`src/rtl/muldiv_seq.sv`:
```
`timescale 1ns/1ps
`default_nettype none
// ============================================================================
//  Module   : muldiv_seq
//  Purpose  : Iterative signed multiply/divide sequencer owning HI/LO.
//             32-step radix-2 Booth multiply or 32-step restoring divide on
//             operand magnitudes, followed by a one-cycle sign-fix stage.
//  Revision : 1.0 - initial release
// ============================================================================
module muldiv_seq (
    input  logic        clk,
    input  logic        reset,
    input  logic        start_mult,
    input  logic        start_div,
    input  logic [31:0] a,
    input  logic [31:0] b,
    output logic        busy,
    output logic        done,
    output logic        divzero,
    output logic [31:0] hi,
    output logic [31:0] lo
);

    localparam logic [1:0] c_IDLE      = 2'd0;
    localparam logic [1:0] c_MULT      = 2'd1;
    localparam logic [1:0] c_DIV       = 2'd2;
    localparam logic [1:0] c_FIX       = 2'd3;
    localparam logic [4:0] c_LAST_STEP = 5'd31;

    logic [1:0]  r_state;
    logic [4:0]  r_cnt;
    logic        r_is_div;
    // Booth multiply datapath: {r_acc, r_q, r_qm1} plus the multiplicand
    logic [31:0] r_mcand;
    logic [31:0] r_acc;
    logic [31:0] r_q;
    logic        r_qm1;
    // Restoring divide datapath on magnitudes
    logic [31:0] r_rem;
    logic [31:0] r_quo;
    logic [31:0] r_dvs;
    logic        r_neg_q;
    logic        r_neg_r;
    // Architectural results and pulses
    logic [31:0] r_hi;
    logic [31:0] r_lo;
    logic        r_done;
    logic        r_divzero;

    logic [32:0] w_booth_sum;
    logic [32:0] w_rem_sh;
    logic [33:0] w_trial;
    logic        w_fits;
    logic [31:0] w_abs_a;
    logic [31:0] w_abs_b;
    logic [31:0] w_quo_fix;
    logic [31:0] w_rem_fix;

    // Step arithmetic: Booth add/sub uses a 33-bit sum so that subtracting
    // the most negative multiplicand cannot overflow before the shift.
    always_comb begin
        w_booth_sum = {r_acc[31], r_acc};
        case ({r_q[0], r_qm1})
            2'b01:   w_booth_sum = {r_acc[31], r_acc} + {r_mcand[31], r_mcand};
            2'b10:   w_booth_sum = {r_acc[31], r_acc} - {r_mcand[31], r_mcand};
            default: w_booth_sum = {r_acc[31], r_acc};
        endcase
        w_rem_sh  = {r_rem, r_quo[31]};
        w_trial   = {1'b0, w_rem_sh} - {2'b00, r_dvs};
        w_fits    = ~w_trial[33];
        // |-2^31| = 0x80000000 is representable as an unsigned 32-bit value
        w_abs_a   = a[31] ? (32'd0 - a) : a;
        w_abs_b   = b[31] ? (32'd0 - b) : b;
        w_quo_fix = r_neg_q ? (32'd0 - r_quo) : r_quo;
        w_rem_fix = r_neg_r ? (32'd0 - r_rem) : r_rem;
    end

    // Control FSM and datapath registers; hi/lo only change in FIX or reset.
    always_ff @(posedge clk or posedge reset) begin
        if (reset) begin
            r_state   <= c_IDLE;
            r_cnt     <= 5'd0;
            r_is_div  <= 1'b0;
            r_mcand   <= 32'd0;
            r_acc     <= 32'd0;
            r_q       <= 32'd0;
            r_qm1     <= 1'b0;
            r_rem     <= 32'd0;
            r_quo     <= 32'd0;
            r_dvs     <= 32'd0;
            r_neg_q   <= 1'b0;
            r_neg_r   <= 1'b0;
            r_hi      <= 32'd0;
            r_lo      <= 32'd0;
            r_done    <= 1'b0;
            r_divzero <= 1'b0;
        end else begin
            r_done    <= 1'b0;
            r_divzero <= 1'b0;
            case (r_state)
                c_IDLE: begin
                    if (start_mult) begin
                        r_mcand  <= a;
                        r_acc    <= 32'd0;
                        r_q      <= b;
                        r_qm1    <= 1'b0;
                        r_is_div <= 1'b0;
                        r_cnt    <= 5'd0;
                        r_state  <= c_MULT;
                    end else if (start_div) begin
                        if (b == 32'd0) begin
                            r_divzero <= 1'b1;
                        end else begin
                            r_dvs    <= w_abs_b;
                            r_quo    <= w_abs_a;
                            r_rem    <= 32'd0;
                            r_neg_q  <= a[31] ^ b[31];
                            r_neg_r  <= a[31];
                            r_is_div <= 1'b1;
                            r_cnt    <= 5'd0;
                            r_state  <= c_DIV;
                        end
                    end
                end
                c_MULT: begin
                    r_acc <= w_booth_sum[32:1];
                    r_q   <= {w_booth_sum[0], r_q[31:1]};
                    r_qm1 <= r_q[0];
                    r_cnt <= r_cnt + 5'd1;
                    if (r_cnt == c_LAST_STEP) r_state <= c_FIX;
                end
                c_DIV: begin
                    // A failed trial means rem_sh < divisor <= 2^31, so its
                    // top bit is zero and the low 32 bits are the restore.
                    r_rem <= w_fits ? w_trial[31:0] : w_rem_sh[31:0];
                    r_quo <= {r_quo[30:0], w_fits};
                    r_cnt <= r_cnt + 5'd1;
                    if (r_cnt == c_LAST_STEP) r_state <= c_FIX;
                end
                c_FIX: begin
                    if (r_is_div) begin
                        r_hi <= w_rem_fix;
                        r_lo <= w_quo_fix;
                    end else begin
                        r_hi <= r_acc;
                        r_lo <= r_q;
                    end
                    r_done  <= 1'b1;
                    r_state <= c_IDLE;
                end
                default: r_state <= c_IDLE;
            endcase
        end
    end

    assign busy    = (r_state != c_IDLE);
    assign done    = r_done;
    assign divzero = r_divzero;
    assign hi      = r_hi;
    assign lo      = r_lo;

endmodule
`default_nettype wire

```
`config.mk`:
```
export PLATFORM = sky130hd
export DESIGN_NAME = muldiv_seq
export DESIGN_NICKNAME = d
export VERILOG_FILES = /design/src/rtl/muldiv_seq.sv
export SDC_FILE = /design/constraint.sdc
export NUM_CORES = 1
export LEC_CHECK = 0
export ABC_AREA = 1
export CORE_AREA = 2 2 210 264
export CTS_BUF_LIST = sky130_fd_sc_hd__clkbuf_4
export DETAILED_ROUTE_END_ITERATION = 10
export DIE_AREA = 0 0 212 266
export GPL_ROUTABILITY_DRIVEN = 0
export GPL_TIMING_DRIVEN = 1
export PLACE_DENSITY_LB_ADDON = 0.3
export SLEW_MARGIN = 20
export SYNTH_ARGS = -nofsm -noshare
export SYNTH_HDL_FRONTEND = slang
export SYNTH_SLANG_ARGS = --single-unit
export TNS_END_PERCENT = 5
```
`constraint.sdc`:
```
create_clock -name clk -period 8.95 [get_ports clk]
set_input_delay 0.895 -clock clk [delete_from_list [all_inputs] [get_ports clk]]
set_output_delay 0.895 -clock clk [all_outputs]
set_load 0.005 [all_outputs]
```
==> flow_metrics.py <==
metrics = {
    "placement": {
        "dp_hpwl_mm": 56.1,
        "place_inst": 4150,
        "dpl_cell_area_um2": 23200,
        "portBuffers": 134,
    },
    "cells_and_area": {
        "n_fill_cell": 5826,
        "final_cells": 4279,
        "fin_area_um2": 24100,
        "drive_gt1_frac": 0.0463,
        "syn_to_final_growth_pct": 13.2,
        "layout.nets": 3638,
        "final_util": 0.446,
    },
    "sta": {
        "tightest_slew_ps": 1040,
        "holdWs_ps": 473,
        "finClkSkew_ps": 51.6,
        "finalSetupViolCount": 0,
        "final_hold_viol_count": 0,
        "slew_headroom": 0.309,
        "fmax_ghz": 0.274,
        "rsz0062_at_grt": "no",
        "drv_slew": 0,
        "setup_tns_ps": 0,
        "period_minus_slack_ps": 3650,
        "post-route-period-util": 0.408,
    },
    "setup_path": {
        "r2r-start": "r_mcand[0]$_DFFE_PP0P_",
        "required_ps": 9630,
        "worstSetupPathType": "reg -> reg",
        "worstSetupEndpoint": "r_acc[31]$_DFFE_PP0P_",
        "r2r_end": "r_acc[31]$_DFFE_PP0P_",
        "critPathLaunch": "r_mcand[0]$_DFFE_PP0P_",
        "startpoint_type": "flip-flop",
        "critPathCaptureType": "flip-flop",
        "critPathMaxFanout": 5,
        "crit_arrival_ps": 4340,
        "reg2reg_depth": 22,
        "r2r_slack_ps": 5300,
    },
    "synthesis": {
        "ys.flop_type": "dfrtp_1",
        "yosysMostFrequentCell": "nand2_1",
        "yosysSeqAreaShare": 0.316,
        "yosysWarnings": 0,
        "synth_top_area_frac": 0.316,
        "async_flop_share": 1.00,
        "syn_inst": 3377,
        "synth_nets": 3523,
        "synth_area_um2": 21300,
        "yosysTopAreaCell": "dfrtp_1",
        "yosys-top-cells-count": "nand2_1, inv_1, nand3_1",
        "synth_area_per_cell_um2": 6.31,
        "synth_edf_count": 0,
        "yosysUniqueCellTypes": 46,
        "synth.area.top_cells": "dfrtp_1, nand2_1, inv_1",
        "ys_ff_latch": 269,
    },
    "flow_run": {
        "cap_violations": 0,
    },
    "clock_network": {
        "cts_resized": 0,
        "cts_hold_buf": 0,
        "cts.sinks": 269,
        "post_cts_buffers": 0,
        "cts.reportedPaths.clkPinSlew_ps": 70,
        "cts_max_level": 3,
        "clockBufferDepth": 3,
        "worstSkewPairLatency_ps": 820,
        "cts_tree": "yes",
        "cts_made_buffers": 75,
        "root_buffer": "clkbuf_4",
    },
    "global_route": {
        "grt_pass1_vias": 20900,
        "overflow": 0,
        "grtUsageTotal": 0.261,
        "grt_max_degree": 93,
        "grt_pass1_wl_mm": 115,
        "antenna_found_initial": 1,
    },
    "pwr": {
        "vdd_ir_drop_max_v": 0.000156,
        "pwr_density_cell_nw_per_um2": 411,
        "leakage_uw": 0.0127,
    },
    "drt": {
        "drt-total-wl_mm": 72.9,
        "drtIter0Drc": 1818,
        "first_pass_iters": 5,
        "wl_per_cell_um": 17.0,
        "route.detailed.drc": 0,
        "routed_via_density": 5.16,
        "vias": 22100,
        "ant_nets": 0,
    },
    "outcome": {
        "status": "complete, no violations",
    },
    "floorplan": {
        "die-area_um2": 56400,
        "die_w_um": 212,
        "row_count": 96,
        "core_um2": 54200,
        "dieHeight_um": 266,
        "pin_count": 135,
        "initial_core_util": 0.394,
    },
    "min_path": {
        "hold_path_class": "reg -> reg",
    },
}
critical path, stage by stage (launching register included):
cell	delay (ps)
dfrtp_1	400
inv_1	110
ha_1	180
nand3_1	160
nor2_2	260
nand2_1	110
nor2_1	160
nor2_1	80
nor2_1	240
o21ai_0	160
xor2_1	160
inv_1	60
ha_1	360
nand2_1	150
inv_1	70
nand2_1	60
nand2_1	50
a21oi_1	160
nand2_1	70
a21oi_1	290
nand3_1	120
nand3_1	100
nand2_1	50
routing by layer:
metal | wire length (um) | up-vias | global-route usage
li1 | - | 11000 | -
met1 | 30600 | 10200 | 0.326
met2 | 34700 | 721 | 0.440
met3 | 3900 | 165 | 0.0322
met4 | 3700 | 0 | 0.140
met5 | 0 | - | 0
cells in the final DEF, fill, tap and decap left out, types with 9 or more instances in the layout:
cell type / n
o21ai_1: 36
nand2_1: 1117
inv_1: 487
nand4_1: 31
xnor2_1: 23
a21oi_1: 140
dfrtp_1: 268
clkdlybuf4s50_1: 134
o211ai_1: 61
nor2_1: 295
nor3_1: 35
nand3_1: 306
clkbuf_4: 100
clkinv_1: 21
o21ai_0: 194
o221ai_1: 12
xor2_1: 82
ha_1: 75
a31oi_1: 9
buf_4: 23
sequential cells by signal, indices dropped and copies added, names as in the netlist, 5 cells and up:
register  flops
hi           32
lo           32
r_acc        32
r_dvs        32
r_mcand      32
r_q          32
r_quo        32
r_rem        32
r_cnt         5
worst min path at each step:
stage	start	endpoint	slack, ps	cells after the start
floorplan	r_cnt[4]$_DFFE_PP0P_	r_cnt[4]$_DFFE_PP0P_	450	2
global placement	hi[28]$_DFFE_PP0P_	hi[28]$_DFFE_PP0P_	460	2
detailed placement	hi[27]$_DFFE_PP0P_	hi[27]$_DFFE_PP0P_	460	2
CTS	hi[27]$_DFFE_PP0P_	hi[27]$_DFFE_PP0P_	480	2
global route	r_dvs[2]$_DFFE_PP0P_	r_dvs[2]$_DFFE_PP0P_	500	2
finish	hi[27]$_DFFE_PP0P_	hi[27]$_DFFE_PP0P_	470	2
kinds of logic (layout without fill, tap and decap cells):
family | Yosys count | after routing | synth area share
DFF | 269 | 269 | 0.316
and+or+nand+nor | 1817 | 1817 | 0.350
AOI/OAI and AO/OA | 493 | 493 | 0.132
xor gates and xnor gates | 105 | 105 | 0.0431
adders and majority gates | 78 | 78 | 0.0465
buffers and inverters | 615 | 781 | 0.113
other | 0 | 1 | 0
area by class of cell:
| type | count | area (um^2) | area share |
|---|---|---|---|
| multi-input combinational | 2493 | 12200 | 0.505 |
| sequential | 269 | 6730 | 0.279 |
| inverter | 496 | 1870 | 0.0775 |
| timing repair buffer | 157 | 1510 | 0.0627 |
| tap | 735 | 920 | 0.0381 |
| clock buffer | 100 | 751 | 0.0311 |
| clock inverter | 28 | 166 | 0.00689 |
| antenna | 1 | 2.50 | 0.000104 |
metrics by stage:
stage | worst slack, ps | total power, uW
2_1_floorplan | 645 | 6760
3_3_place_gp | 4700 | 8660
3_5_place_dp | 4640 | 8710
4_1_cts | 5270 | 9910
5_1_grt | 4900 | 10900
6_report | 5300 | 9940
report_power, final:
group | switching (uW) | total (uW) | internal, uW
combinational | 4270 | 6450 | 2190
sequential | 570 | 2330 | 1760
clock | 572 | 1150 | 577
total | 5410 | 9940 | 4520
Power figures use the tool's default switching activity.
